$ cat config.mk
export PLATFORM = sky130hd
export DESIGN_NAME = io_bus_controller
export DESIGN_NICKNAME = d
export VERILOG_FILES = /design/src/rtl/io_bus_controller.sv
export SDC_FILE = /design/constraint.sdc
export NUM_CORES = 1
export LEC_CHECK = 0
export CAP_MARGIN = 20
export CORE_MARGIN = 5
export CORE_UTILIZATION = 41
export CTS_CLUSTER_DIAMETER = 60
export CTS_CLUSTER_SIZE = 24
export DETAILED_ROUTE_END_ITERATION = 10
export PLACE_DENSITY = 0.9
export SYNTH_ARGS = -nofsm -noshare
export SYNTH_HDL_FRONTEND = slang
export SYNTH_SLANG_ARGS = --single-unit
$ cat constraint.sdc
create_clock -name clk -period 4.78 [get_ports clk]
set_clock_uncertainty 0.1 [all_clocks]
set_input_delay 0.956 -clock clk [delete_from_list [all_inputs] [get_ports clk]]
set_output_delay 0.956 -clock clk [all_outputs]
set_load 0.005 [all_outputs]
$ cat src/rtl/io_bus_controller.sv
// io_bus_controller
//   Bridges CPU lw/sw accesses in the I/O window to four memory-mapped
//   devices (keypad, 7-seg, LED, switches). It stalls the CPU while a
//   device access is in flight. A missing dev_ack is bounded by a wait
//   counter. Address errors and timeouts raise a sticky error flag.
//
// Ports
//   clk, rst_n          system clock, asynchronous active-low reset
//   io_read, io_write   level requests from the instruction decoder
//   addr[9:0]           byte address; valid window is addr[9:6] == 4'b0001
//   wdata[31:0]         store data, captured when a request is accepted
//   dev_ack             device completion strobe (used in ACCESS only)
//   dev_rdata[31:0]     device read data, valid with dev_ack
//   dev_sel[3:0]        one-hot device select during ACCESS
//   dev_rd, dev_wr      device read / write strobes during ACCESS
//   dev_wdata[31:0]     captured store data
//   io_rdata[31:0]      read result to the write-back mux
//   cpu_stall           freezes PC and register write while high
//   io_err              sticky error flag, cleared only by reset
module io_bus_controller #(
  parameter int TIMEOUT_CYCLES = 255
) (
  input  logic        clk,
  input  logic        rst_n,
  input  logic        io_read,
  input  logic        io_write,
  input  logic [9:0]  addr,
  input  logic [31:0] wdata,
  input  logic        dev_ack,
  input  logic [31:0] dev_rdata,
  output logic [3:0]  dev_sel,
  output logic        dev_rd,
  output logic        dev_wr,
  output logic [31:0] dev_wdata,
  output logic [31:0] io_rdata,
  output logic        cpu_stall,
  output logic        io_err
);

  typedef enum logic [1:0] {
    IDLE   = 2'd0,
    ACCESS = 2'd1,
    DONE   = 2'd2
  } state_t;

  // Counter value seen in the last ACCESS cycle that is allowed to wait.
  localparam logic [7:0] TIMEOUT_LAST = 8'(TIMEOUT_CYCLES - 1);

  state_t      state_reg, state_next;
  logic        op_write_reg, op_write_next;
  logic [1:0]  dev_idx_reg, dev_idx_next;
  logic [31:0] wdata_reg, wdata_next;
  logic [7:0]  cnt_reg, cnt_next;
  logic [31:0] rdata_reg, rdata_next;
  logic        err_reg, err_next;

  logic req_any;
  logic req_one;
  logic addr_ok;
  logic in_access;

  // addr[3:0] selects a byte inside a device slot and is not decoded.
  logic unused_addr_bits;
  assign unused_addr_bits = ^addr[3:0];

  assign req_any   = io_read | io_write;
  assign req_one   = io_read ^ io_write;
  assign addr_ok   = (addr[9:6] == 4'b0001);
  assign in_access = (state_reg == ACCESS);

  always_ff @(posedge clk or negedge rst_n) begin
    if (!rst_n) begin
      state_reg    <= IDLE;
      op_write_reg <= 1'b0;
      dev_idx_reg  <= 2'd0;
      wdata_reg    <= 32'd0;
      cnt_reg      <= 8'd0;
      rdata_reg    <= 32'd0;
      err_reg      <= 1'b0;
    end else begin
      state_reg    <= state_next;
      op_write_reg <= op_write_next;
      dev_idx_reg  <= dev_idx_next;
      wdata_reg    <= wdata_next;
      cnt_reg      <= cnt_next;
      rdata_reg    <= rdata_next;
      err_reg      <= err_next;
    end
  end

  always_comb begin
    state_next    = state_reg;
    op_write_next = op_write_reg;
    dev_idx_next  = dev_idx_reg;
    wdata_next    = wdata_reg;
    cnt_next      = cnt_reg;
    rdata_next    = rdata_reg;
    err_next      = err_reg;

    case (state_reg)
      IDLE: begin
        if (req_one && addr_ok) begin
          state_next    = ACCESS;
          op_write_next = io_write;
          dev_idx_next  = addr[5:4];
          wdata_next    = wdata;
          cnt_next      = 8'd0;
        end else if (req_any) begin
          // Bad address or conflicting request: never touch a device.
          state_next = DONE;
          err_next   = 1'b1;
          rdata_next = 32'd0;
        end
      end
      ACCESS: begin
        // Saturating so the counter can never wrap back into range.
        if (cnt_reg != 8'hFF) begin
          cnt_next = cnt_reg + 8'd1;
        end
        // dev_ack is tested first so an ack on the last cycle still succeeds.
        if (dev_ack) begin
          state_next = DONE;
          if (!op_write_reg) begin
            rdata_next = dev_rdata;
          end
        end else if (cnt_reg == TIMEOUT_LAST) begin
          state_next = DONE;
          err_next   = 1'b1;
          rdata_next = 32'd0;
        end
      end
      DONE: begin
        state_next = IDLE;
      end
      default: begin
        state_next = IDLE;
      end
    endcase
  end

  genvar gi;
  generate
    for (gi = 0; gi < 4; gi++) begin : g_sel
      assign dev_sel[gi] = in_access && (dev_idx_reg == 2'(gi));
    end
  endgenerate

  assign dev_rd    = in_access & ~op_write_reg;
  assign dev_wr    = in_access & op_write_reg;
  assign dev_wdata = wdata_reg;
  assign io_rdata  = rdata_reg;
  assign io_err    = err_reg;

  // rst_n gates the stall so a held request cannot freeze the CPU in reset.
  assign cpu_stall = rst_n & (((state_reg == IDLE) & req_any) | in_access);

endmodule

## Yosys cells after proc, flatten, opt, wreduce, memory -nomap -nowiden

Cells that the tools add are included.

| storage, ports and cells | value |
|---|---|
| flip-flop bits (word level) | 78 |
| input bits | 79 |
| word-level logic and storage cells | 64 |

| cells by class | value |
|---|---|
| add/subtract/negate cells | 1 |
| equal/unequal tests | 16 |
| mux-type cells | 19 |
| bitwise operators | 8 |
| reduce and logical (&&, ||, !) cells | 13 |

Operator list:

| cell | count |
|---|---|
| two-way mux 32 bit | 5 |
| one-hot mux 32 bit (2 select lines) | 1 |
| two-way mux 8 bit | 2 |
| one-hot mux 8 bit (2 select lines) | 1 |
| AND reduction 5 bit | 2 |
| adder 8 x 1 -> 8 bit, second input constant | 1 |
| equality test 8 bit, second input constant | 1 |
| two-way mux 2 bit | 4 |
| inequality test 2 bit, second input constant | 4 |
| inequality test 8 bit, second input constant | 1 |
| inequality test 3 bit, second input constant | 2 |
| logical AND 1 bit | 5 |
| AND 1 bit | 4 |
| equality test 2 x 1 -> 1 bit, second input constant | 2 |
| equality test 2 bit, second input constant | 2 |
| equality test 4 x 1 -> 1 bit, second input constant | 1 |
| logical NOT 2 bit | 2 |
| two-way mux 1 bit | 4 |
| inequality test 2 x 1 -> 1 bit, second input constant | 2 |
| one-hot mux 2 bit (2 select lines) | 1 |
| AND reduction 2 bit | 2 |
| inequality test 3 x 2 -> 1 bit, second input constant | 1 |
| AND reduction 3 bit | 1 |
| bitwise OR 1 bit | 2 |
| 4 further kinds | 4 |

## Logic depth before layout (Yosys ltp)

| logic depth | value |
|---|---|
| depth in word-level cells | 4 |
| depth in mapped cells | 7 |

## Worst setup path after synthesis

No wires, ideal clock.

| timing | value |
|---|---|
| path type | input port to output port |
| start point | in io_read |
| end point | out cpu_stall |
| data arrival time | 1.545 ns |
| data required time | 3.724 ns |
| slack | 2.179 ns |
| stages on the path | 4 |
| path buffers | 0 |
| path through | inv_1 > ha_1 > a21oi_2 > and2_1 |

| between the ends | value |
|---|---|
| word-level cells in the longest chain between the ends | 4 |

RTL lines:

| element | RTL line | RTL |
|---|---|---|
| start: declaration | 25 | `input logic io_read,` |
| bitwise OR 1 bit | 66 | `assign req_any = io_read \| io_write;` |
| AND 1 bit | 155 | `assign cpu_stall = rst_n & (((state_reg == IDLE) & req_any) \| in_access);` |
| bitwise OR 1 bit | 155 |  |
| AND 1 bit | 155 |  |
| end: declaration | 36 | `output logic cpu_stall,` |

Every way passes these cells.

## Worst setup path in the final report

| timing | value |
|---|---|
| start point | in io_write |
| end point | out cpu_stall |

| between the ends | value |
|---|---|
| word-level cells in the longest chain between the ends | 4 |

RTL lines:

| element | RTL line | RTL |
|---|---|---|
| start: declaration | 26 | `input logic io_write,` |
| bitwise OR 1 bit | 66 |  |
| AND 1 bit | 155 |  |
| bitwise OR 1 bit | 155 |  |
| AND 1 bit | 155 |  |

Every way passes these cells.

==> impl_metrics.py <==
metrics = {
    "cts": {
        "cts_sinks": 78,
        "cts_hold_buffers": 0,
        "clockRootBuffer": "clkbuf_8",
        "insertion_delay_ps": 330,
        "numCtsBuffers": 9,
        "htreeDepth": 3,
        "post_cts_buffers": 0,
        "ctsResizeCount": 0,
        "clkTransAtPathRegs_ps": 70,
        "tritoncts": "built",
        "cts_max_path_buffers": 2,
    },
    "worst_setup_path": {
        "critPathKind": "input pin to output port",
        "path_buf_inv": 3,
        "cp-end-kind": "output port",
        "cp.depth": 6,
        "path_delay_family": "buffers and inverters",
        "crit_chain": "clkdlybuf4s50_1 > inv_1 > ha_1 > a21oi_2 > and2_1 > clkdlybuf4s50_1",
        "crit_slowest_cell": "clkdlybuf4s50_1",
        "critPathMostFrequentCell": "clkdlybuf4s50_1",
        "cp_max_fo": 4,
        "worst_r2r_path_depth": 5,
        "required_ps": 3720,
        "crit_arrival_ps": 2660,
        "worstSetupStartpointType": "input pin",
        "max_stage_delay_ps": 500,
    },
    "yosys": {
        "synth_compound_area_share_pct": 14.1,
        "synth_cell_types": 40,
        "synthMuxAreaShare_pct": 12.3,
        "synth_warnings": 0,
        "ys_seq_area_share_pct": 60.9,
        "synth_edf_count": 0,
        "syn_nets": 306,
        "synth_ff_type": "dfrtp_1",
        "synth_simple_gate_area_share_pct": 7.18,
        "synth-seq-cells": 78,
        "synth_fa_ha_area_share_pct": 1.17,
        "syn_area_mm2": 0.00321,
        "syn_area_per_cell_um2": 14.3,
        "async_flop_share_pct": 100,
        "synth_top_family_by_area": "compound AO/OA/AOI/OAI gates",
        "synth_xor_area_share_pct": 0.546,
        "netlist_instances": 224,
    },
    "layout": {
        "layout_commonest_cell": "clkdlybuf4s50_1",
        "drive_gt1_share_pct": 8.27,
        "synthToLayoutAreaGrowth_pct": 53.6,
        "seq_area_mm2": 0.00195,
        "num_antenna_cells": 0,
        "multi_input_area_mm2": 0.00114,
        "nets": 453,
        "layout_common_cells": "clkdlybuf4s50_1, dfrtp_1, mux2_1, a22o_1, clkbuf_8",
        "nFillCells": 577,
    },
    "die": {
        "core_area_mm2": 0.00769,
        "ios": 151,
        "row_count": 32,
        "die_y_um": 98.4,
        "dieArea_mm2": 0.00969,
        "initial_core_util_pct": 41.7,
        "die_w_um": 98.4,
    },
    "pwr": {
        "p_per_area_mw_per_mm2": 365,
        "cellInternalPower_mw": 1.32,
        "power.share.combinational_pct": 24.5,
        "switching_power_mw": 0.480,
        "ir_drop_mv": 0.189,
        "p_leak_nw": 2.13,
        "pwr-share-seq_pct": 48.8,
        "p_sw_share_pct": 26.7,
        "pwr-share-clk_pct": 26.6,
    },
    "drt": {
        "via_per_inst": 5.13,
        "num_vias": 2449,
        "ant_nets": 0,
        "wl_per_cell_um": 17.7,
        "drt-initial-drc-count": 65,
        "first_pass_iters": 4,
        "wl_um": 8450,
        "highest_layer": "met4",
        "wl_met1_um": 3550,
        "route.met2.wl_um": 3940,
        "wl_met3_um": 806,
        "drc": 0,
    },
    "min_path": {
        "hp-class": "register to register",
        "hold_path_depth": 1,
    },
    "sta": {
        "setup_violations": 0,
        "hold_violations": 0,
        "fmax_mhz": 269,
        "slew_viol_final": 0,
        "worstMarginPinSlew_ps": 956,
        "hold_ws_ps": 377,
        "maxSlewHeadroom_pct": 36.3,
        "setup_tns_ps": 0,
        "fin_crit_sh_pct": 77.8,
        "layout_min_cycle_time_ps": 3720,
        "rsz0062_at_grt": "no",
    },
    "global_routing": {
        "grt_pass1_wl_um": 14100,
        "overflow": 0,
        "grt_util_all_layers_pct": 18.3,
        "grt_max_degree": 79,
        "grt_pass1_vias": 2682,
        "antenna_found_initial": 0,
    },
    "place": {
        "dpl.hpwl_um": 6220,
        "place.gp.congestion": 0.808,
        "port_buffers": 146,
    },
    "outcome": {
        "status": "complete, no violations",
    },
    "run": {
        "max-cap-violations": 0,
    },
}
## final cells by class
cell class,instances,area share [%]
Clock buffer,11,2.87
Multi-Input combinational cell,128,23.1
Timing Repair Buffer,149,30.5
Sequential cell,78,39.6
Clock inverter,4,0.965
Inverter,5,0.381
Tap cell,102,2.59
## metal layers
metal  vias to the layer above  global-route usage [%]
li1                       1120                       -
met1                      1188                    23.4
met2                       128                    28.6
met3                        13                    6.94
met4                         0                    6.51
met5                         -                       0
## power groups by stage
stage               Combinational (mW)  Clock [mW]  Sequential [mW]
detailed placement               0.445           0            0.889
finish                           0.441       0.478            0.877
global placement                 0.430           0            0.878
CTS                              0.448       0.496            0.876
global route                     0.481       0.532            0.896
floorplan                        0.170           0            0.875
## through the flow
step | cells | setup slack, ps | power [mW] | utilization (%) | area, um^2
4_1_cts | 477 | 1070 | 1.82 | 64.1 | 4920
2_1_floorplan | 224 | 2180 | 1.04 | - | 3210
5_1_grt | 477 | 976 | 1.91 | 64.1 | 4920
3_5_place_dp | 462 | 1080 | 1.33 | 61.6 | 4740
6_report | 477 | 1060 | 1.80 | 64.1 | 4920
3_3_place_gp | 461 | 1100 | 1.31 | 61.2 | 4710
## synthesized netlist by cell type, types with 2 or more instances
cell / number / share of area (%)
mux2_1: 35 / 12
inv_1: 5 / 0.59
buf_6: 5 / 1.8
ha_1: 3 / 1.2
xnor2_1: 2 / 0.55
buf_4: 4 / 0.94
o21ai_0: 6 / 0.94
a21oi_1: 5 / 0.78
a311oi_1: 2 / 0.55
buf_2: 3 / 0.47
and2_1: 4 / 0.78
a2111oi_2: 2 / 0.94
nand2_1: 2 / 0.23
and3_1: 3 / 0.59
nor2_2: 2 / 0.39
dfrtp_1: 78 / 61
nor3_1: 2 / 0.31
a22o_1: 32 / 8.7
nor2_1: 4 / 0.47
nand3_1: 5 / 0.78
## worst paths after layout
kind	endpoint	slack (ps)	from
max	cpu_stall	1060	io_write
min	io_err	380	io_err
max reg2reg	dev_wdata[18]	2600	state_reg[0]
min reg2reg	io_err	380	io_err
max in group asynchronous	dev_wdata[24]	3190	rst_n
min in group asynchronous	dev_wdata[1]	770	rst_n
## kinds of logic (layout without fill, tap and decap cells)
group	Yosys count	after routing
AO/OA/AOI/OAI	54	54
XOR/XNOR	2	2
adder cells (fa/ha/maj)	3	3
buffers and inverters	18	169
flip-flops	78	78
multiplexers	35	35
AND/OR/NAND/NOR	34	34
## worst register-to-register path: stages, from the launching register on
cell and delay, ps:
dfrtp_1 450, inv_1 160, nand3_2 200, nor2_4 330, buf_4 420, mux2_1 400
(Power assumes the default switching activity.)
